`config.mk`:
```
export PLATFORM = sky130hd
export DESIGN_NAME = uart8_tx_arbiter_flat
export DESIGN_NICKNAME = d
export VERILOG_FILES = /design/src/rtl/uart8_tx_arbiter_if.sv /design/src/rtl/uart8_tx_arbiter.sv /design/src/flat_wrapper.sv
export SDC_FILE = /design/constraint.sdc
export NUM_CORES = 1
export LEC_CHECK = 0
export CELL_PAD_IN_SITES_DETAIL_PLACEMENT = 1
export CELL_PAD_IN_SITES_GLOBAL_PLACEMENT = 2
export CORE_UTILIZATION = 32
export CTS_BUF_LIST = sky130_fd_sc_hd__clkbuf_4 sky130_fd_sc_hd__clkbuf_8
export DETAILED_ROUTE_END_ITERATION = 8
export GPL_TIMING_DRIVEN = 0
export HOLD_SLACK_MARGIN = 0.05
export PLACE_DENSITY = 0.94
export SYNTH_ARGS = -nofsm -noshare
export SYNTH_HDL_FRONTEND = slang
export SYNTH_SLANG_ARGS = --single-unit
```
`constraint.sdc`:
```
create_clock -name clk -period 3.5 [get_ports clk]
set_input_delay 0.35 -clock clk [delete_from_list [all_inputs] [get_ports clk]]
set_output_delay 0.35 -clock clk [all_outputs]
set_load 0.005 [all_outputs]
```
`src/rtl/uart8_tx_arbiter_if.sv`:
```
`default_nettype none
//==============================================================================
// Module   : uart8_tx_arbiter_if
// Brief    : Requester and Uart8-tx bundle for the round-robin tx arbiter
// Revision : 1.0
//==============================================================================
interface uart8_tx_arbiter_if #(
   parameter int NUM_REQ = 4
);
   localparam int c_ID_W = $clog2(NUM_REQ);

   logic                  en;
   logic [NUM_REQ-1:0]    reqValid;
   logic [8*NUM_REQ-1:0]  reqData;
   logic [NUM_REQ-1:0]    reqAck;
   logic [NUM_REQ-1:0]    reqErr;
   logic [c_ID_W-1:0]     grantId;
   logic                  busy;
   logic                  txEn;
   logic                  txStart;
   logic [7:0]            txData;
   logic                  txBusy;

   // Arbiter side.
   modport slave (
      input  en, reqValid, reqData, txBusy,
      output reqAck, reqErr, grantId, busy, txEn, txStart, txData
   );

   // Environment side: clients plus the Uart8 transmitter.
   modport master (
      output en, reqValid, reqData, txBusy,
      input  reqAck, reqErr, grantId, busy, txEn, txStart, txData
   );
endinterface
`default_nettype wire

```
`src/rtl/uart8_tx_arbiter.sv`:
```
`default_nettype none
//==============================================================================
// Module   : uart8_tx_arbiter
// Brief    : Round-robin arbiter sharing one Uart8 transmitter among NUM_REQ
//            byte sources, with start timeout and per-requester ack/err pulses
// Revision : 1.0
//==============================================================================
module uart8_tx_arbiter #(
   parameter int NUM_REQ       = 4,
   parameter int START_TIMEOUT = 65535,
   parameter int TO_W          = 16
) (
   input  logic               clk,
   input  logic               rstN,
   uart8_tx_arbiter_if.slave  bus
);
   localparam int                c_ID_W    = $clog2(NUM_REQ);
   localparam logic [c_ID_W:0]   c_NUM_REQ = (c_ID_W+1)'(NUM_REQ);
   localparam logic [c_ID_W-1:0] c_LAST_ID = c_ID_W'(NUM_REQ - 1);
   localparam logic [TO_W-1:0]   c_TIMEOUT = TO_W'(START_TIMEOUT);

   localparam logic [1:0] c_IDLE  = 2'd0;
   localparam logic [1:0] c_START = 2'd1;
   localparam logic [1:0] c_SEND  = 2'd2;
   localparam logic [1:0] c_DONE  = 2'd3;

   logic [1:0]         r_state;
   logic [c_ID_W-1:0]  r_lastGrant;
   logic [c_ID_W-1:0]  r_grantId;
   logic [TO_W-1:0]    r_count;
   logic               r_txStart;
   logic [7:0]         r_txData;
   logic               r_txEn;
   logic [NUM_REQ-1:0] r_reqAck;
   logic [NUM_REQ-1:0] r_reqErr;
   logic               r_busyMeta;
   logic               r_busyS;

   logic [7:0]         w_reqByte [NUM_REQ];
   logic [c_ID_W:0]    w_cand;
   logic [c_ID_W-1:0]  w_winner;
   logic               w_found;
   logic               w_grant;
   logic [TO_W-1:0]    w_countNext;
   logic [NUM_REQ-1:0] w_grantOneHot;

   for (genvar i = 0; i < NUM_REQ; i++) begin : g_reqByte
      assign w_reqByte[i] = bus.reqData[8*i +: 8];
   end

   // Rotating priority: the first requester after the last one served wins.
   always_comb begin
      w_cand   = '0;
      w_winner = '0;
      w_found  = 1'b0;
      for (int k = 1; k <= NUM_REQ; k++) begin
         w_cand = {1'b0, r_lastGrant} + (c_ID_W+1)'(k);
         if (w_cand >= c_NUM_REQ) begin
            w_cand = w_cand - c_NUM_REQ;
         end
         if (!w_found && bus.reqValid[w_cand[c_ID_W-1:0]]) begin
            w_found  = 1'b1;
            w_winner = w_cand[c_ID_W-1:0];
         end
      end
   end

   assign w_grant       = bus.en && !r_busyS && w_found;
   assign w_countNext   = r_count + TO_W'(1);
   assign w_grantOneHot = NUM_REQ'(1) << r_grantId;

   // txBusy comes from the generated tx clock domain.
   always_ff @(posedge clk or negedge rstN) begin
      if (!rstN) begin
         r_busyMeta <= 1'b0;
         r_busyS    <= 1'b0;
         r_txEn     <= 1'b0;
      end else begin
         r_busyMeta <= bus.txBusy;
         r_busyS    <= r_busyMeta;
         r_txEn     <= bus.en;
      end
   end

   always_ff @(posedge clk or negedge rstN) begin
      if (!rstN) begin
         r_state     <= c_IDLE;
         r_lastGrant <= c_LAST_ID;
         r_grantId   <= '0;
         r_count     <= '0;
         r_txStart   <= 1'b0;
         r_txData    <= '0;
         r_reqAck    <= '0;
         r_reqErr    <= '0;
      end else begin
         r_reqAck <= '0;
         r_reqErr <= '0;
         case (r_state)
            c_IDLE: begin
               if (w_grant) begin
                  r_state   <= c_START;
                  r_txStart <= 1'b1;
                  r_txData  <= w_reqByte[w_winner];
                  r_grantId <= w_winner;
                  r_count   <= '0;
               end
            end
            c_START: begin
               r_count <= w_countNext;
               // A busy seen on the final timeout cycle still counts as a start.
               if (r_busyS) begin
                  r_txStart <= 1'b0;
                  r_state   <= c_SEND;
               end else if (w_countNext == c_TIMEOUT) begin
                  r_txStart   <= 1'b0;
                  r_reqErr    <= w_grantOneHot;
                  r_lastGrant <= r_grantId;
                  r_state     <= c_IDLE;
               end
            end
            c_SEND: begin
               if (!r_busyS) begin
                  r_reqAck    <= w_grantOneHot;
                  r_lastGrant <= r_grantId;
                  r_state     <= c_DONE;
               end
            end
            c_DONE: begin
               r_state <= c_IDLE;
            end
            default: begin
               r_state <= c_IDLE;
            end
         endcase
      end
   end

   assign bus.reqAck  = r_reqAck;
   assign bus.reqErr  = r_reqErr;
   assign bus.grantId = r_grantId;
   assign bus.busy    = (r_state != c_IDLE);
   assign bus.txEn    = r_txEn;
   assign bus.txStart = r_txStart;
   assign bus.txData  = r_txData;

   a_singleResponse : assert property (@(posedge clk) disable iff (!rstN)
      $onehot0(r_reqAck | r_reqErr) && ((r_reqAck & r_reqErr) == '0));

   a_startOnlyInStart : assert property (@(posedge clk) disable iff (!rstN)
      r_txStart == (r_state == c_START));
endmodule
`default_nettype wire

```
`src/flat_wrapper.sv`:
```
// flat-port wrapper written by rule: the top's interface ports become plain ports
module uart8_tx_arbiter_flat 
#(
   parameter int NUM_REQ       = 4,
   parameter int START_TIMEOUT = 65535,
   parameter int TO_W          = 16
)
  (clk, rstN, bus_en, bus_reqValid, bus_reqData, bus_txBusy, bus_reqAck, bus_reqErr, bus_grantId, bus_busy, bus_txEn, bus_txStart, bus_txData);
  uart8_tx_arbiter_if #(.NUM_REQ(NUM_REQ)) bus_i ();
  input  logic clk;
  input  logic rstN;
  input wire logic [$bits(bus_i.en)-1:0] bus_en;
  input wire logic [$bits(bus_i.reqValid)-1:0] bus_reqValid;
  input wire logic [$bits(bus_i.reqData)-1:0] bus_reqData;
  input wire logic [$bits(bus_i.txBusy)-1:0] bus_txBusy;
  output wire logic [$bits(bus_i.reqAck)-1:0] bus_reqAck;
  output wire logic [$bits(bus_i.reqErr)-1:0] bus_reqErr;
  output wire logic [$bits(bus_i.grantId)-1:0] bus_grantId;
  output wire logic [$bits(bus_i.busy)-1:0] bus_busy;
  output wire logic [$bits(bus_i.txEn)-1:0] bus_txEn;
  output wire logic [$bits(bus_i.txStart)-1:0] bus_txStart;
  output wire logic [$bits(bus_i.txData)-1:0] bus_txData;
  assign bus_i.en = bus_en;
  assign bus_i.reqValid = bus_reqValid;
  assign bus_i.reqData = bus_reqData;
  assign bus_i.txBusy = bus_txBusy;
  assign bus_reqAck = bus_i.reqAck;
  assign bus_reqErr = bus_i.reqErr;
  assign bus_grantId = bus_i.grantId;
  assign bus_busy = bus_i.busy;
  assign bus_txEn = bus_i.txEn;
  assign bus_txStart = bus_i.txStart;
  assign bus_txData = bus_i.txData;
  uart8_tx_arbiter #(.NUM_REQ(NUM_REQ), .START_TIMEOUT(START_TIMEOUT), .TO_W(TO_W)) u_core (.clk(clk), .rstN(rstN), .bus(bus_i));
endmodule
```
# Yosys cells after proc, flatten, opt, wreduce, memory -nomap -nowiden
# Cells that the tools add are included.
# W data, S select, Z words.
# word_totals
regBits	42
latch_bits	0
ram_bits	0
mem_bits_ro	0
input_bits	40
output_inout_bits	21
wordCells	101
memories	0
# op_classes
add_sub_neg	9
multipliers	0
div	0
magnitude_cmp	9
eq_ne	9
shift	1
n_mux	43
bitwise	1
n_reduce_logical	18
# op_table
operator	count
$pmux W16 S2	1
$mux W2	15
$mux W4	5
$add A16 B1 Y16 const B	1
$bmux W8 S2	1
$eq A16 B16 Y1 const B	1
$mux W16	1
$mux W8	2
$ge A3 B3 Y1 const B	5
$lt A2 B3 Y1 const B	4
$mux W1	11
$bmux W1 S2	4
$pmux W2 S4	1
$sub A2 B1 Y2 const B	4
$add A2 B2 Y3 const B	2
$reduce_and A3 Y1	2
$reduce_bool A2 Y1	3
$logic_and A1 B1 Y1	5
$eq A2 B2 Y1 const B	2
$logic_not A1 Y1	4
$ne A2 B1 Y1 const B	2
$ne A2 B2 Y1 const B	2
$pmux W2 S2	1
$reduce_and A2 Y1	2
9 further kinds	9

# Logic depth before layout (Yosys ltp)
# Gate-level depths: netlist of the first run.
# depth
word_depth	19
mapped_depth	8
depth_no_buf	6

# Worst setup path after synthesis of the first run
# OpenSTA, ideal clock, no wires.
# synth_timing
kind	reg-to-reg
startpoint	reg u_core.r_count[0]
endpoint	reg u_core.r_txStart (netlist: u_core.bus.txStart)
setup_time_ns	0.120
arrival_ns	2.215
t_required_ns	3.380
slack_ns	1.165
path_stages_with_launch	8
n_path_buf	1
synth_period_minus_slack_ns	2.335
cell_sequence	dfrtp_1 ha_1 clkbuf_1 nand4_1 or3_1 o311a_1 or3_1 a31o_2
# synth_via
elab_chain_cells	4
# synth_lines
item	line_no	rtl
start, declared	uart8_tx_arbiter.sv:30	logic [TO_W-1:0] r_count;
start signal, assigned	uart8_tx_arbiter.sv:109	r_count <= w_countNext;
$add A16 B1 Y16	uart8_tx_arbiter.sv:69	assign w_countNext = r_count + TO_W'(1);
$eq A16 B16 Y1	uart8_tx_arbiter.sv:114	end else if (w_countNext == c_TIMEOUT) begin
$ne A3 B1 Y1 (no source line)	n/a	
$reduce_and A3 Y1 (no source line)	n/a	
end signal, assigned	uart8_tx_arbiter.sv:91	r_txStart <= 1'b0;
end signal, assigned	uart8_tx_arbiter.sv:112	r_txStart <= 1'b0;
end signal, assigned	uart8_tx_arbiter.sv:115	r_txStart <= 1'b0;
end, declared	uart8_tx_arbiter.sv:31	logic r_txStart;
# No other way between the ends.
# A chain may end at the register's enable or synchronous reset.

# Worst setup path in the final report of the first run
# layout_timing
startpoint	in bus_reqValid[3]
endpoint	reg u_core.r_txData[6] (netlist: u_core.bus.txData[6])
# layout_via
elab_chain_cells	16
elab_cells_between_ends	28
classes_between	19 x mux; 1 x bitwise; 8 x reduce/logical
# layout_lines
item	line_no	rtl
start, declared	flat_wrapper.sv:13	input wire logic [$bits(bus_i.reqValid)-1:0] bus_reqValid;
$bmux W1 S2	uart8_tx_arbiter.sv:61	if (!w_found && bus.reqValid[w_cand[c_ID_W-1:0]]) begin
$mux W1 (not written as such)	uart8_tx_arbiter.sv:61	
$mux W1	uart8_tx_arbiter.sv:61	
$logic_not A1 Y1	uart8_tx_arbiter.sv:61	
$logic_and A1 B1 Y1	uart8_tx_arbiter.sv:61	
$mux W1	uart8_tx_arbiter.sv:61	
$logic_not A1 Y1	uart8_tx_arbiter.sv:61	
$logic_and A1 B1 Y1	uart8_tx_arbiter.sv:61	
$mux W1	uart8_tx_arbiter.sv:61	
$logic_not A1 Y1	uart8_tx_arbiter.sv:61	
$logic_and A1 B1 Y1	uart8_tx_arbiter.sv:61	
$mux W2	uart8_tx_arbiter.sv:61	
$not A2 Y3 (not written as such)	uart8_tx_arbiter.sv:103	r_txData <= w_reqByte[w_winner];
$bmux W8 S2	uart8_tx_arbiter.sv:103	
$mux W8 (not written as such) (2 in a row)	uart8_tx_arbiter.sv:103	
end signal, assigned	uart8_tx_arbiter.sv:103	
end, declared	uart8_tx_arbiter.sv:32	logic [7:0] r_txData;
# Several ways; a longest one is shown, not always the timed one. The select of a mux whose other input is x is not followed.

==> results of run 1 <==
==> critical path, cell delays in order <==
cell             delay [ns]
clkdlybuf4s50_1        0.52
nor2_1                 0.08
a2111oi_0              0.89
nand2_1                0.35
or2_2                  0.39
clkbuf_1               0.22
o22ai_1                0.22
a21o_1                 0.11
==> where the power goes <==
group,switching [mW],total (mW),internal (mW),leakage [nW]
Clock,0.187,0.328,0.140,0.0441
Combinational,0.424,0.815,0.391,0.740
Sequential,0.121,0.734,0.613,0.547
Total,0.732,1.88,1.14,1.33
==> per-layer routing <==
layer	vias to the layer above	share of wire, %	global-route usage, %
met5	-	0	0
met4	0	1.2	5.00
met3	8	6.4	5.43
met2	58	49	31.7
met1	1072	43	22.9
li1	1030	-	-
==> layout by cell type (no fill, tap or decap), types with 8 or more instances in the layout <==
cell type        synthesis  final
clkdlybuf4s50_1          0     59
dfrtp_1                 40     40
o21ai_0                 28     28
nor2_1                  18     18
nand2_1                 16     16
mux2i_1                 16     16
clkbuf_1                12     12
nand3_1                 10     10
inv_1                    9      9
o22ai_1                  8      8
a21o_1                   8      8
==> path summary, 6_finish.rpt <==
kind,start,endpoint,slack (ns),depth (start not counted)
max in group asynchronous,rstN,u_core.r_lastGrant[0]$_DFFE_PN1P_,2.51,3
min in group asynchronous,rstN,u_core.bus.txData[5]$_DFFE_PN0P_,0.46,2
setup reg to reg,flop,u_core.bus.txData[6]$_DFFE_PN0P_,0.69,7
setup / recovery,bus_reqValid[3],u_core.bus.txData[6]$_DFFE_PN0P_,0.63,8
hold reg to reg,u_core.r_busyMeta$_DFF_PN0_,u_core.r_busyS$_DFF_PN0_,0.37,0
hold / removal,u_core.r_busyMeta$_DFF_PN0_,u_core.r_busyS$_DFF_PN0_,0.37,0
==> synth_stat cells (7+ instances only) <==
master,instances
nand2_1,16
clkbuf_1,12
o21ai_0,28
nand3_1,10
o22ai_1,8
mux2i_1,16
nor2_1,18
inv_1,9
dfrtp_1,40
a21o_1,8
nor3_1,7
==> layout make-up <==
| type | count | area [um2] | area share [%] |
|---|---|---|---|
| sequential | 42 | 1050 | 33.8 |
| multi-input combinational | 178 | 1140 | 36.6 |
| buffer | 14 | 55.1 | 1.76 |
| tap | 96 | 120 | 3.85 |
| inverter | 9 | 33.8 | 1.08 |
| clock inverter | 3 | 21.3 | 0.682 |
| timing repair buffer | 62 | 626 | 20.0 |
| clock buffer | 5 | 68.8 | 2.21 |
==> logic make-up (layout without fill, tap and decap cells) <==
| logic type | after synthesis | in the layout | share of synthesized area [%] |
|---|---|---|---|
| buffers and inverters | 23 | 93 | 3.89 |
| AOI/OAI and AO/OA | 74 | 74 | 20.9 |
| adders and majority gates | 2 | 2 | 1.10 |
| xor gates and xnor gates | 3 | 3 | 1.15 |
| DFF | 42 | 42 | 46.1 |
| muxes | 17 | 17 | 7.50 |
| and+or+nand+nor | 82 | 82 | 19.4 |
==> sequential cells by signal (all words and copies together) (netlist names), named ones only <==
signal              cells
u_core.r_state          1
u_core.bus.txStart      1
u_core.bus.grantId      2
u_core.r_busyMeta       1
u_core.r_lastGrant      2
u_core.bus.reqErr       4
u_core.r_busyS          1
u_core.bus.txEn         1
u_core.r_count         16
u_core.bus.txData       8
u_core.bus.reqAck       4
==> through the flow <==
| stage | utilization, % | total power, mW | std cells |
|---|---|---|---|
| 3_5_place_dp | 44.2 | 1.56 | 400 |
| 5_1_grt | 45.7 | 2.01 | 409 |
| 3_3_place_gp | 44.0 | 1.53 | 399 |
| 2_1_floorplan | - | 1.19 | 243 |
| 6_report | 45.7 | 1.88 | 409 |
| 4_1_cts | 45.7 | 1.90 | 409 |
==> summary.txt, run 1 <==
Pwr
  – PD cells: 601 nW/um2
  – Leakage: 1.33 nW
  – Max VDD drop: 229 uV

Clock network
  – Total CTS buffers: 5
  – Hold Buf Count CTS: 1
  – Clock root buffer: clkbuf_8
  – Worst skew pair latency: 0.31 ns
  – Post-CTS Setup Inserts: 0
  – Clock transition at the registers of the reported paths: 0.09 ns
  – Max Buffers Root-to-Sink: 2
  – Post_cts resized: 0
  – CTS tree: built
  – Clock Sink Count: 42
  – # H-tree levels: 2

Synth
  – Post-synth cell types: 51
  – Post-synth EDFFs: 0
  – Sequential area share after synthesis: 46.1%
  – Post-Syn Area: 2280 um2
  – Synth Instances: 243
  – Post-synth top area share: 43.8%
  – Synthesized flop and latch total: 42
  – Yosys top cell by area: dfrtp_1
  – Main synth FF type: dfrtp_1
  – Ranking of synthesized cells by area: dfrtp_1 (44%), mux2i_1 (7.0%), o21ai_0 (6.1%)
  – Post-synth ARST share: 100%
  – Synth Net Count: 285
  – Syn Area/Cell: 9.40 um2
  – Yosys warning total: 0

Finish
  – Ant diodes: 0
  – Share of layout cells above drive strength 1: 7.35%
  – Fillers: 798
  – P&R area growth vs syn: 36.6%
  – Final instance area: 3120 um2
  – Layout Nets: 354

GRT
  – First-pass GRT wire length: 10800 um
  – Largest net degree at the start of global routing: 32
  – Remaining global-route overflow: 0
  – GRT Total Usage: 18.6%
  – Initial antenna violation count: 0
  – Vias in the first global route: 2232

STA
  – Clock Skews: 0.00754 ns
  – RSZ-0062 raised after global routing: false
  – Final setup viols: 0
  – Final Hold Violating Endpoints: 0
  – WHS: 0.374 ns
  – Worst slew margin: 30.9%
  – Sum Neg Setup Slack: 0 ns
  – Crit share post-route: 82.1%
  – Worst Tran Pin Value: 1.01 ns
  – Pins over their slew limit: 0
  – Setup WS post-layout: 0.628 ns
  – Clock period minus worst slack: 2.87 ns
  – Fmax: 348 MHz

Setup path
  – WS Path Type: in -> reg
  – Crit path arrival time: 3.13 ns
  – Data required, critical path: 3.75 ns
  – CP Max Fanout: 8
  – CP startpoint kind: input pin
  – CP endpoint kind: flop

Drt
  – Vias per cell: 5.30
  – Total number of vias: 2168
  – Average routed wire per standard cell: 15.4 um
  – DRT iter0 DRCs: 85
  – Detailed-route DRC error count: 0
  – Final wirelength: 6280 um
  – DR pass1 iterations: 4
  – Final antenna-violating net count: 0

Die
  – Die area: 7480 um2
  – # rows: 30
  – Initial core utilization: 33.4%
  – Core Area: 6830 um2
  – Io pins: 61
  – Die Wd: 86.5 um
  – Die Ht: 86.5 um

Place
  – I/O Buffers: 60
  – Placer's final routability congestion estimate: 0.748
  – Placement Setup Slack: 0.332 ns
  – Dpl hpwl: 4750 um
  – Cell Area, Placed: 3020 um2

Job
  – Max_cap viols: 0

Outcome
  – Outcome: complete, no violations

Worst hold path
  – HP Class: reg -> reg
Power figures use the tool's default switching activity.
==> inputs of run 2 (changes only) <==
- CORE_UTILIZATION: 32 -> 30
- PLACE_DENSITY: 0.94 -> 0.89
- clock period: 3.5 -> 3 ns (I/O delays scaled with it)
==> run 2 against run 1 <==
  * First-iteration DRC count grew 12%
  * Combinational power grew 18%
  * Power grew 18%
  * Register-to-register slack lost 0.44 ns
  * Global-route usage shrank 0.089 points
  * Worst setup slack lost 0.37 ns
  * Clock-buffer cell count is the same
  * Final area grew 0.56%
  * Critical path type is now reg -> reg
==> summary.txt, run 2 (synthesis results as in run 1) <==
Worst hold path
  – HP Class: reg -> reg

Drt
  – DRT iter0 DRCs: 95
  – Final antenna-violating net count: 0
  – Average routed wire per standard cell: 16.1 um
  – Total number of vias: 2179
  – Detailed-route DRC error count: 0
  – Vias per cell: 5.29
  – Final wirelength: 6630 um
  – DR pass1 iterations: 4

Setup path
  – Crit path largest cell delay: 0.48 ns
  – Crit path cell chain: ha_1, clkbuf_1, nand4_1, or3_1, o311a_1, or3_1, a31o_2
  – CP startpoint kind: flop
  – CP endpoint kind: flop
  – Most frequent CP cell: or3_1
  – WS Path Type: reg -> reg
  – Slowest CP cell: dfrtp_1
  – Data required, critical path: 3.20 ns
  – CP Max Fanout: 10
  – CP delay by family, top: simple AND/OR/NAND/NOR gates
  – Crit path arrival time: 2.95 ns
  – CP Buf/Inv Count: 1

Place
  – I/O Buffers: 60
  – Placement Setup Slack: -0.128 ns
  – Dpl hpwl: 4970 um
  – Placed Instances: 403
  – Placer's final routability congestion estimate: 0.766

Outcome
  – Outcome: complete, no violations

Finish
  – P&R area growth vs syn: 37.3%
  – Multi-input gate area: 1140 um2
  – Commonest non-fill, non-tap cell in the layout: clkdlybuf4s50_1
  – Register with the most flip-flops: u_core.r_count
  – Share of layout cells above drive strength 1: 7.67%
  – Register area: 1050 um2
  – Final cell count without fillers: 412
  – Fillers: 871
  – Layout Nets: 354
  – Largest register FFs: 16
  – Ant diodes: 0
  – Most frequent cells in the layout: clkdlybuf4s50_1 (59), dfrtp_1 (40), o21ai_0 (28)

Die
  – Core Area: 7290 um2
  – Die area: 7970 um2
  – Die Wd: 89.3 um
  – Initial core utilization: 31.3%
  – Die Ht: 89.3 um
  – Io pins: 61
  – # rows: 31

GRT
  – Largest net degree at the start of global routing: 24
  – Grt peak-use layer: met2
  – GRT Total Usage: 18.5%
  – Vias in the first global route: 2255
  – First-pass GRT wire length: 11300 um
  – Grt met2 use: 32.9%
  – Met1 Use GR: 22.5%
  – Met3 Track Usage GR: 3.88%
  – Initial antenna violation count: 0
  – Remaining global-route overflow: 0

STA
  – WHS: 0.360 ns
  – Setup WS post-layout: 0.255 ns
  – Sum Neg Setup Slack: 0 ns
  – Worst slew margin: 51.7%
  – Final Hold Violating Endpoints: 0
  – Pins over their slew limit: 0
  – Fmax: 364 MHz
  – Worst Tran Pin Value: 0.722 ns
  – Clock period minus worst slack: 2.75 ns
  – Crit share post-route: 91.5%
  – Final setup viols: 0
  – RSZ-0062 raised after global routing: false
  – Clock Skews: 0.00848 ns

Clock network
  – Clock root buffer: clkbuf_8
  – # H-tree levels: 2
  – Clock transition at the registers of the reported paths: 0.09 ns
  – Worst skew pair latency: 0.30 ns
  – Max Buffers Root-to-Sink: 2
  – CTS tree: built
  – Post-CTS Setup Inserts: 0
  – Total CTS buffers: 5
  – Clock Sink Count: 42

Pwr
  – Max VDD drop: 265 uV
  – PD cells: 705 nW/um2
  – Leakage: 1.34 nW

Job
  – Max_cap viols: 0
-- run 2: path summary, 6_finish.rpt --
| path | from | endpoint | slack, ns | cells after the start |
|---|---|---|---|---|
| setup / recovery | u_core.r_count[0]$_DFFE_PN0P_ | u_core.bus.txStart$_DFFE_PN0P_ | 0.25 | 7 |
| hold / removal | u_core.r_busyMeta$_DFF_PN0_ | u_core.r_busyS$_DFF_PN0_ | 0.36 | 0 |
| setup reg to reg | u_core.r_count[0]$_DFFE_PN0P_ | u_core.bus.txStart$_DFFE_PN0P_ | 0.25 | 7 |
| hold reg to reg | u_core.r_busyMeta$_DFF_PN0_ | u_core.r_busyS$_DFF_PN0_ | 0.36 | 0 |
| max in group asynchronous | rstN | u_core.r_count[6]$_DFFE_PN0P_ | 1.96 | 3 |
| min in group asynchronous | rstN | u_core.r_count[14]$_DFFE_PN0P_ | 0.53 | 2 |
-- run 2: repair_timing --
item | 4_1_cts | 5_1_grt
endpoints found under the setup margin | 0 | 8
resized for setup | 0 | 3
hold endpoints to repair | 20 | 0
hold buffers | 1 | 0
-- run 2: power breakdown --
group / leakage (nW) / internal, mW / total (mW) / switching, mW
Clock: 0.0447 / 0.168 / 0.386 / 0.218
Combinational: 0.746 / 0.459 / 0.959 / 0.500
Sequential: 0.547 / 0.715 / 0.868 / 0.153
-- run 2: layout make-up --
cell class                      count  area share (%)
Clock buffer                        5            2.19
Inverter                            9            1.08
Clock inverter                      3           0.797
Timing Repair Buffer               62            20.2
Tap cell                           99            3.95
Sequential cell                    42            33.6
Buffer                             14            1.79
Multi-Input combinational cell    178            36.4
-- run 2: through the flow --
step	utilization (%)	instance area, um2	total power, mW
final	43.0	3140	2.21
after global routing	43.0	3140	2.38
after CTS	43.0	3140	2.24
after detailed placement	41.6	3030	1.84
after global placement	41.3	3010	1.80
after floorplan	-	2280	1.38
-- run 2: worst reg2reg max path, stage by stage, from the launching register on --
cell	delay (ns)
dfrtp_1	0.48
ha_1	0.21
clkbuf_1	0.37
nand4_1	0.17
or3_1	0.37
o311a_1	0.35
or3_1	0.42
a31o_2	0.28
-- run 2: routing by layer --
layer  vias to the layer above  part of all wire (%)
met4                         0                   1.5
met1                      1084                    44
met3                        10                   3.7
li1                       1032                     -
met2                        53                    50
met5                         -                     0
